[src/rtl/comparator_pkg.sv]
// comparator_pkg: shared state and result encodings for the sequential comparators
package comparator_pkg;
  typedef enum logic [1:0] {IDLE, CMP, DONE} state_t;
  localparam logic [2:0] CMP_NONE = 3'b000;
  localparam logic [2:0] CMP_GT   = 3'b001;
  localparam logic [2:0] CMP_EQ   = 3'b010;
  localparam logic [2:0] CMP_LT   = 3'b100;
endpackage

[src/rtl/cmp_chunk.sv]
// cmp_chunk: combinational unsigned magnitude compare of one chunk
module cmp_chunk #(
  parameter int CHUNK = 4
) (
  input  logic [CHUNK-1:0] a_c,
  input  logic [CHUNK-1:0] b_c,
  output logic             gt,
  output logic             eq,
  output logic             lt
);
  assign gt = a_c > b_c;
  assign eq = a_c == b_c;
  assign lt = a_c < b_c;
endmodule

[src/rtl/nbit_seq_comparator.sv]
// nbit_seq_comparator: MSB-first chunked magnitude compare with early exit and valid/ready handshakes
module nbit_seq_comparator
  import comparator_pkg::*;
#(
  parameter int WIDTH = 16,
  parameter int CHUNK = 4
) (
  input  logic             clk,
  input  logic             rst_n,
  input  logic             in_valid,
  output logic             in_ready,
  input  logic [WIDTH-1:0] a,
  input  logic [WIDTH-1:0] b,
  input  logic             signed_mode,
  output logic             out_valid,
  input  logic             out_ready,
  output logic [2:0]       y,
  output logic             busy
);
  localparam int NCHUNK = WIDTH / (CHUNK == 0 ? 1 : CHUNK);
  localparam int CW = NCHUNK > 1 ? $clog2(NCHUNK) : 1;
  localparam logic [WIDTH-1:0] MSB = WIDTH'(1) << (WIDTH - 1);
  if (CHUNK == 0 || WIDTH % (CHUNK == 0 ? 1 : CHUNK) != 0) begin : g_bad_param
    $fatal(1, "WIDTH must be a non-zero multiple of CHUNK");
  end
  state_t           state, state_d;
  logic [WIDTH-1:0] sa, sb, sa_d, sb_d;
  logic [CW-1:0]    cnt, cnt_d;
  logic [2:0]       y_q, y_d;
  logic             gt, eq, lt, last;
  cmp_chunk #(.CHUNK(CHUNK)) u_cmp (
    .a_c(sa[WIDTH-1 -: CHUNK]),
    .b_c(sb[WIDTH-1 -: CHUNK]),
    .gt (gt),
    .eq (eq),
    .lt (lt)
  );
  assign last      = cnt == CW'(NCHUNK - 1);
  assign in_ready  = state == IDLE;
  assign busy      = state != IDLE;
  assign out_valid = state == DONE;
  assign y         = y_q;
  // state, operand shift registers, chunk counter and held result
  always_ff @(posedge clk or negedge rst_n) begin
    if (!rst_n) begin
      state <= IDLE;
      sa    <= '0;
      sb    <= '0;
      cnt   <= '0;
      y_q   <= CMP_NONE;
    end else begin
      state <= state_d;
      sa    <= sa_d;
      sb    <= sb_d;
      cnt   <= cnt_d;
      y_q   <= y_d;
    end
  end
  // next state: latch (MSB-flipped when signed), walk chunks MSB-first, hold result until taken
  always_comb begin
    state_d = state;
    sa_d    = sa;
    sb_d    = sb;
    cnt_d   = cnt;
    y_d     = y_q;
    case (state)
      IDLE: if (in_valid) begin
        sa_d    = a ^ (signed_mode ? MSB : '0);
        sb_d    = b ^ (signed_mode ? MSB : '0);
        cnt_d   = '0;
        state_d = CMP;
      end
      CMP: begin
        y_d     = gt ? CMP_GT : lt ? CMP_LT : last ? CMP_EQ : CMP_NONE;
        state_d = (eq && !last) ? CMP : DONE;
        if (eq && !last) begin
          sa_d  = sa << CHUNK;
          sb_d  = sb << CHUNK;
          cnt_d = cnt + CW'(1);
        end
      end
      DONE: if (out_ready) begin
        y_d     = CMP_NONE;
        state_d = IDLE;
      end
      default: state_d = IDLE;
    endcase
  end
endmodule

[config.mk]
export PLATFORM = sky130hd
export DESIGN_NAME = nbit_seq_comparator
export DESIGN_NICKNAME = d
export VERILOG_FILES = /design/src/rtl/comparator_pkg.sv /design/src/rtl/cmp_chunk.sv /design/src/rtl/nbit_seq_comparator.sv
export SDC_FILE = /design/constraint.sdc
export NUM_CORES = 1
export LEC_CHECK = 0
export ABC_AREA = 1
export BUFFER_PORTS_ARGS = -buffer_cell sky130_fd_sc_hd__buf_2
export CELL_PAD_IN_SITES_DETAIL_PLACEMENT = 1
export CELL_PAD_IN_SITES_GLOBAL_PLACEMENT = 1
export CORE_MARGIN = 2
export CORE_UTILIZATION = 39
export DETAILED_ROUTE_END_ITERATION = 12
export GPL_ROUTABILITY_DRIVEN = 0
export PLACE_DENSITY_LB_ADDON = 0.05
export SLEW_MARGIN = 20
export SYNTH_ARGS = -nofsm -noshare
export SYNTH_HDL_FRONTEND = slang
export SYNTH_SLANG_ARGS = --single-unit
[constraint.sdc]
create_clock -name clk -period 2 [get_ports clk]
set_clock_uncertainty 0.15 [all_clocks]
set_input_delay 0.1 -clock clk [delete_from_list [all_inputs] [get_ports clk]]
set_output_delay 0.1 -clock clk [all_outputs]
set_load 0.1 [all_outputs]
==> results of run 1 <==
==> final timing paths <==
check | to | start | cells past startpoint
max | sa[1] | sa[14] | 7
min | sb[2] | in_valid | 3
max reg2reg | sa[1] | sa[14] | 7
min reg2reg | y[1] | y[1] | 2
max in group asynchronous | sb[8] | rst_n | 3
min in group asynchronous | sa[12] | rst_n | 3
==> per-layer routing <==
layer,share of wire (%),GRT usage [%],routed length (um),vias up
met3,3.7,4.94,223,8
met1,46,29.4,2810,983
li1,-,-,-,1044
met5,0,0,0,-
met4,1.7,7.82,102,0
met2,48,36.7,2940,42
==> registers in the layout, indices dropped and copies added, names as in the netlist <==
signal and cells:
sa 16, sb 16, y 3, cnt 2, state 2
==> per-stage QoR <==
stage / hold WS, ns / cells
2_1_floorplan: -0.346 / 283
3_5_place_dp: 0.0505 / 387
6_report: 0.0236 / 432
3_3_place_gp: 0.0521 / 387
5_1_grt: 0.0321 / 432
4_1_cts: 0.00415 / 432
==> area by class of cell <==
class                   instances  area share, %
flip-flops and latches         39           34.9
well taps                      70           3.13
clock buffers                   7           2.73
multi-input cells             213           34.3
inverters                      17           2.37
clock inverters                 1          0.179
repair buffers                 85           22.4
==> kinds of logic (layout without fill, tap and decap cells) <==
logic type | Yosys count | after routing | synth area share (%)
AO/OA/AOI/OAI | 4 | 4 | 0.966
adder cells (fa/ha/maj) | 5 | 5 | 3.02
buffers and inverters | 31 | 110 | 7.19
flip-flops | 39 | 39 | 47.1
AND/OR/NAND/NOR | 204 | 204 | 41.7
==> synthesized netlist by cell type (all sizes together) <==
master	n
ha	5
o21ai	3
or2	1
a21oi	1
buf	12
nand3	38
inv	17
nand4	8
nor2	7
clkbuf	2
nand2	150
dfrtp	39
==> power groups by stage <==
stage	Sequential (mW)	Combinational, mW	Clock (mW)
3_5_place_dp	1.39	1.97	0
4_1_cts	1.37	2.06	0.551
5_1_grt	1.42	2.31	0.589
3_3_place_gp	1.38	1.94	0
2_1_floorplan	1.44	1.46	0
6_report	1.37	2.03	0.530
==> repair_timing <==
item,4_1_cts,5_1_grt
hold buffers,37,0
gates resized for setup,0,0
endpoints found under the hold margin,70,0
==> critical path: stages (launching register included) <==
cell and delay, ns:
dfrtp_1 0.41, ha_1 0.29, nand2_1 0.07, nor2_2 0.19
nand3_4 0.10, buf_4 0.27, nand3_1 0.12, nand2_1 0.06
==> results_dict.tcl, run 1 <==
set metrics [dict create \
    wl_per_cell_um 14.1 \
    ioPinCount 43 \
    dieHeight_um 76.9 \
    rsz0062_at_grt "no" \
    ys_seq_elements 39 \
    crit_path_max_fanout 34 \
    peakVddDrop_mv 1.21 \
    dieArea_um2 5910 \
    hold_viol_final 0 \
    p_leak_nw 1.55 \
    design.core.area_um2 5110 \
    synthTopCellsByArea "dfrtp_1 47%, nand2_1 27%, nand3_1 8.9%" \
    power.internal_mw 2.02 \
    place_hpwl_mm 3.56 \
    grt_use_total_pct 22.4 \
    synth_top_area_cell "dfrtp_1" \
    nNetsFinal 403 \
    cts_buffers 5 \
    seq_power_share_pct 34.8 \
    ant_nets 0 \
    dp_slack_ns 0.227 \
    die_w_um 76.9 \
    drv_cap 0 \
    avgViaCountPerCell 4.81 \
    h-tree-depth 2 \
    synth_cell_type_count 20 \
    grt_overflow 0 \
    pwr-share-comb_pct 51.7 \
    cts_root_buffer "clkbuf_8" \
    clk_latency_ns 0.29 \
    startpoint_type "flop" \
    grt_max_degree 40 \
    period_share_pct 89.2 \
    diodes 0 \
    drive_gt1_share_pct 17.7 \
    p_switching_mw 1.91 \
    max_slew.worst_pin.slew_ns 0.529 \
    dr.pass1.iters 4 \
    endpoint_kind "flop" \
    yosysWarnings 0 \
    post_cts.repair.setup_buffers 0 \
    grt_pass1_vias 2178 \
    hold_class "primary input to flop" \
    final_cell_mix "147 x nand2_1, 42 x buf_2, 39 x dfrtp_1" \
    netlist_area_um2 2070 \
    synth_nets 325 \
    vias 2077 \
    final.min_clock_period_ns 1.78 \
    clk_pin_slew_ns 0.08 \
    slew_headroom_pct 64.4 \
    tns_ns 0 \
    final_common_cell "nand2_1" \
    grt_pass1_wl_mm 10.4 \
    cts_tree "done" \
    setup_violations 0 \
    avgSynthCellArea_um2 7.32 \
    switching_share_pct 48.7 \
    multi_input_area_um2 961 \
    synth_cells 283 \
    antenna_found_initial 0 \
    fmax_mhz 561 \
    r2r_slack_ns 0.22 \
    power.density_nw_per_um2 1410 \
    postRouteWirelength_mm 6.07 \
    regArea_um2 976 \
    synth_top_area_share_pct 47.1 \
    slew_violations 0 \
    setup_slack_ns 0.216 \
    drc 0 \
    ys_seq_area_share_pct 47.1 \
    n_fill_cell 672 \
    fin_area_um2 2800 \
    area_growth_pct 35.1 \
    worstSetupPathType "flop to flop" \
    required_ns 2.03 \
    io_buffer_count 42 \
    worstPathArrival_ns 1.82 \
    finalPower_mw 3.93 \
    clockBufferDepth 2 \
    placementRows 26 \
    place_area_um2 2350 \
    pwr-share-clk_pct 13.5 \
    initial_core_util_pct 40.5 \
    clock_sinks 39 \
    drtIter0Drc 140 \
    status "completed" \
    final_util_pct 54.8 \
]
Note: power is estimated with default switching activity, not from simulation.
==> run 2, diff against run 1 <==
--- a/config.mk
+++ b/config.mk
@@ -9,11 +9,10 @@
 export BUFFER_PORTS_ARGS = -buffer_cell sky130_fd_sc_hd__buf_2
 export CELL_PAD_IN_SITES_DETAIL_PLACEMENT = 1
 export CELL_PAD_IN_SITES_GLOBAL_PLACEMENT = 1
-export CORE_MARGIN = 2
 export CORE_UTILIZATION = 39
 export DETAILED_ROUTE_END_ITERATION = 12
 export GPL_ROUTABILITY_DRIVEN = 0
-export PLACE_DENSITY_LB_ADDON = 0.05
+export PLACE_DENSITY = 0.91
 export SLEW_MARGIN = 20
 export SYNTH_ARGS = -nofsm -noshare
 export SYNTH_HDL_FRONTEND = slang
==> run 2 against run 1 <==
Effect of this change: the run now ends with negative hold slack left; fmax shrank 4.1%; final cell count fell by 0.93%; sequential power hardly changed; critical path depth unchanged; wire length shrank 2.1%; combinational power rose by 2%; clock-buffer cell count is the same; global-route usage increased by 1.4 points.
==> results_dict.tcl, run 2 (synthesis gave the netlist of run 1 again) <==
set metrics [dict create \
    fin_area_um2 2770 \
    cts_tree "done" \
    avgViaCountPerCell 4.91 \
    initial_core_util_pct 40.5 \
    post_cts.repair.setup_buffers 0 \
    drv_cap 0 \
    worstSetupPathType "flop to flop" \
    drtIter0Drc 110 \
    postRouteWirelength_mm 5.95 \
    clk_pin_slew_ns 0.08 \
    ff2ff_path_depth 7 \
    cts_buffers 5 \
    dr.pass1.iters 4 \
    endpoint_kind "flop" \
    finalPower_mw 3.97 \
    dieArea_um2 5600 \
    place_area_um2 2350 \
    rsz0062_at_grt "no" \
    r2r_slack_ns 0.14 \
    ant_nets 0 \
    cts_root_buffer "clkbuf_8" \
    final.min_clock_period_ns 1.86 \
    peakVddDrop_mv 0.841 \
    hold_class "primary input to flop" \
    grt_use_total_pct 23.9 \
    status "finished with violations" \
    crit_path_max_fanout 24 \
    grt_pass1_wl_mm 9.92 \
    io_buffer_count 42 \
    area_growth_pct 33.7 \
    placementRows 26 \
    power.density_nw_per_um2 1430 \
    hold_slack_ns -0.00501 \
    reg2reg_from "sa[15]" \
    clockBufferDepth 2 \
    final_cell_mix "147 x nand2_1, 42 x buf_2, 39 x dfrtp_1" \
    setup_violations 0 \
    violations "negative hold slack" \
    dieHeight_um 74.9 \
    max_slew.worst_pin.slew_ns 0.515 \
    slew_violations 0 \
    slew_headroom_pct 65.6 \
    die_w_um 74.9 \
    grt_max_degree 40 \
    hold_viol_final 1 \
    diodes 0 \
    vias 2100 \
    final_common_cell "nand2_1" \
    p_leak_nw 1.54 \
    nNetsFinal 399 \
    place_hpwl_mm 3.77 \
    startpoint "sa[15]" \
    grt_pass1_vias 2126 \
    ioPinCount 43 \
    endpoint "sb[2]" \
    h-tree-depth 2 \
    drive_gt1_share_pct 18.2 \
    fmax_mhz 538 \
    drc 0 \
    wl_per_cell_um 13.9 \
    startpoint_type "flop" \
    grt_overflow 0 \
    required_ns 2.04 \
    clock_sinks 39 \
    clk_latency_ns 0.30 \
    r2r-end "sb[2]" \
    tns_ns 0 \
    worstPathArrival_ns 1.90 \
    design.core.area_um2 5110 \
    antenna_found_initial 0 \
    period_share_pct 93.0 \
]
==> run 2: cell count changes in the layout (fill, tap and decap cells not counted) <==
cell and delta:
nand2_4 -1, dlygate4sd3_1 -5, buf_6 +1, nand2_8 +1
==> run 2: area by class of cell <==
cell class                 count  area (um^2)
clock inverter                 1         5.00
timing repair buffer          81          587
inverter                      17         66.3
sequential                    39          976
multi-input combinational    213          970
tap                           70         87.6
fill                         679         2340
clock buffer                   7         76.3
==> run 2: worst max-delay path: stages (launching register included) <==
cell	delay [ns]
dfrtp_1	0.40
ha_1	0.30
nand2_1	0.08
nor2_2	0.20
nand3_4	0.21
buf_6	0.24
nand3_1	0.10
nand2_1	0.06
==> run 2: what timing repair did <==
action / in CTS / in global routing
hold buffers: 32 / 0
hold endpoints to repair: 67 / 0
setup endpoints to repair: 0 / 16
resized for setup: 0 / 2
==> run 2: worst min-delay path by stage <==
stage | startpoint | endpoint | cells after the start
after floorplan | rst_n | cnt[0] | 0
after global placement | rst_n | sa[13] | 2
after detailed placement | rst_n | sa[15] | 2
after CTS | in_valid | sb[2] | 3
after global routing | in_valid | sa[0] | 3
final | b[11] | sb[11] | 5
==> run 2: metrics by stage <==
step / setup slack [ns] / hold WS [ns] / instances / util (%)
after floorplan: 0.172 / -0.346 / 283 / -
after global placement: 0.213 / 0.0384 / 388 / 46.1
after detailed placement: 0.0964 / 0.0465 / 388 / 46.1
after CTS: 0.0992 / 0.000732 / 428 / 53.9
after global routing: 0.0197 / 0.0229 / 428 / 54.2
final: 0.141 / -0.00501 / 428 / 54.2
==> run 2: power by group <==
group | leakage [nW] | internal (mW) | switching, mW
sequential | 0.490 | 1.15 | 0.226
clock | 0.0422 | 0.245 | 0.279
combinational | 1.01 | 0.633 | 1.43
==> run 2: per-layer routing <==
metal	vias up	wire length (um)	global-route usage [%]
met3	6	186	4.15
met5	-	0	0
met1	1019	2540	29.3
met2	39	3160	43.8
li1	1036	-	-
met4	0	59	5.03
==> run 3, diff against run 2 <==
--- a/config.mk
+++ b/config.mk
@@ -7,12 +7,12 @@
 export LEC_CHECK = 0
 export ABC_AREA = 1
 export BUFFER_PORTS_ARGS = -buffer_cell sky130_fd_sc_hd__buf_2
-export CELL_PAD_IN_SITES_DETAIL_PLACEMENT = 1
-export CELL_PAD_IN_SITES_GLOBAL_PLACEMENT = 1
-export CORE_UTILIZATION = 39
+export CELL_PAD_IN_SITES_DETAIL_PLACEMENT = 0
+export CELL_PAD_IN_SITES_GLOBAL_PLACEMENT = 2
+export CORE_UTILIZATION = 30
 export DETAILED_ROUTE_END_ITERATION = 12
 export GPL_ROUTABILITY_DRIVEN = 0
-export PLACE_DENSITY = 0.91
+export PLACE_DENSITY = 0.9
 export SLEW_MARGIN = 20
 export SYNTH_ARGS = -nofsm -noshare
 export SYNTH_HDL_FRONTEND = slang
==> run 3 against run 2 <==
Effect of this change: the run now ends clean; wire length down 13%; non-clock buffer count up 6; clock-buffer cell count down 1; total power up 2.1%; sequential share of layout area down 1.3 points; cell area up 3.8%; largest power group unchanged; highest routed layer unchanged.
==> results_dict.tcl, run 3 (synthesis gave the netlist of run 1 again) <==
set metrics [dict create \
    endpoint_kind "flop" \
    required_ns 2.04 \
    peakVddDrop_mv 1.55 \
    clk_pin_slew_ns 0.08 \
    ant_nets 0 \
    r2r-end "sb[14]" \
    clock_sinks 39 \
    final.min_clock_period_ns 1.73 \
    cts_tree "done" \
    slew_violations 0 \
    design.core.area_um2 6490 \
    multi_input_area_um2 961 \
    worstSetupPathType "flop to flop" \
    final_cell_mix "147 x nand2_1, 42 x buf_2, 39 x dfrtp_1" \
    p_leak_nw 1.58 \
    drtIter0Drc 90 \
    vias 2009 \
    final_util_pct 44.2 \
    drive_gt1_share_pct 18.4 \
    fmax_mhz 580 \
    worstPathArrival_ns 1.76 \
    grt_max_degree 40 \
    grt_pass1_vias 1990 \
    area_growth_pct 38.7 \
    wl_per_cell_um 11.8 \
    grt_overflow 0 \
    dr.pass1.iters 5 \
    dieHeight_um 85.1 \
    crit_path_max_fanout 23 \
    post_cts.repair.setup_buffers 0 \
    hp-start "in_valid" \
    instances_no_fill 441 \
    placementRows 29 \
    drc 0 \
    power.density_nw_per_um2 1410 \
    max_slew.worst_pin.slew_ns 0.485 \
    avgViaCountPerCell 4.56 \
    die_w_um 85.1 \
    cp_num_buf_inv 1 \
    dieArea_um2 7240 \
    ff2ff_path_depth 7 \
    n_fill_cell 682 \
    grt_use_total_pct 15.8 \
    reg2reg_from "sa[15]" \
    grt_pass1_wl_mm 9.06 \
    postRouteWirelength_mm 5.18 \
    ioPinCount 43 \
    worstPathCellList "ha_1, nand2_1, nor2_2, nand3_4, buf_4, nand3_1, nand2_1" \
    critPathMostFrequentCell "nand2_1" \
    r2r_slack_ns 0.27 \
    hold_end "sb[0]" \
    nNetsFinal 405 \
    io_buffer_count 42 \
    hold_viol_final 0 \
    antenna_found_initial 0 \
    clockBufferDepth 2 \
    regArea_um2 976 \
    crit_family "simple AND/OR/NAND/NOR gates" \
    status "completed" \
    slew_headroom_pct 67.9 \
    hold_slack_ns 0.00921 \
    clk_latency_ns 0.29 \
    min_path_cells 3 \
    place_hpwl_mm 3.28 \
    cts_root_buffer "clkbuf_8" \
    startpoint_type "flop" \
    period_share_pct 86.3 \
    slowest_delay_ns 0.39 \
    initial_core_util_pct 31.9 \
    final_common_cell "nand2_1" \
    crit_slowest_cell "dfrtp_1" \
    cts_buffers 5 \
    tns_ns 0 \
    diodes 0 \
    setup_violations 0 \
    drv_cap 0 \
    dp.cells 395 \
    rsz0062_at_grt "no" \
    hold_class "primary input to flop" \
    h-tree-depth 2 \
]
==> run 3: cell count changes in the layout (fill, tap and decap cells not counted) <==
| cell | previous run | this run |
|---|---|---|
| dlygate4sd3_1 | 32 | 38 |
| clkbuf_1 | 2 | 0 |
| buf_12 | 0 | 1 |
| buf_6 | 1 | 0 |
| bufinv_16 | 0 | 1 |
| clkbuf_8 | 5 | 6 |
| nand2_4 | 0 | 1 |
| nand2_8 | 1 | 0 |
==> run 3: worst max path at each step <==
stage / cells past startpoint / startpoint / slack [ns] / to
2_1_floorplan: 2 / state[0] / 0.17 / busy
3_3_place_gp: 7 / sa[15] / 0.32 / sa[5]
3_5_place_dp: 7 / sa[15] / 0.28 / cnt[1]
4_1_cts: 7 / sa[15] / 0.26 / sb[14]
5_1_grt: 8 / sb[15] / 0.11 / sb[4]
6_report: 7 / sa[15] / 0.27 / sb[14]
==> run 3: through the flow <==
step           total power [mW]  cell area [um^2]  setup slack [ns]
2_1_floorplan              2.90              2090             0.172
3_3_place_gp               3.29              2370             0.321
3_5_place_dp               3.32              2370             0.285
4_1_cts                    4.10              2870             0.261
5_1_grt                    4.43              2870             0.115
6_report                   4.05              2870             0.274
==> run 3: worst reg2reg max path: cells and delay by family (launching register included) <==
kind / cells / cell delay [ns]
buffers and inverters: 1 / 0.24
DFF: 1 / 0.39
and+or+nand+nor: 5 / 0.56
adders and majority gates: 1 / 0.30
==> run 3: power breakdown <==
part	switching (mW)	internal [mW]
Combinational	1.37	0.638
Clock	0.287	0.404
Sequential	0.207	1.15
Total	1.86	2.19
==> run 3: cell type report <==
| class | instances | share of cell area, % |
|---|---|---|
| Clock buffer | 6 | 2.87 |
| Clock inverter | 2 | 1.22 |
| Inverter | 17 | 2.31 |
| Multi-Input combinational cell | 213 | 33.4 |
| Sequential cell | 39 | 34.0 |
| Tap cell | 77 | 3.35 |
| Timing Repair Buffer | 87 | 22.8 |
==> run 3: metal layers <==
metal	vias to the layer above	wire length (um)	global-route usage (%)
met5	-	0	0
met4	0	44	3.70
met3	5	159	3.89
met2	37	2460	26.0
met1	920	2520	21.0
li1	1047	-	-
==> run 3: what timing repair did <==
item / CTS / global route
hold buffers: 38 / 0
gates resized for setup: 0 / 0
endpoints found under the hold margin: 69 / 0
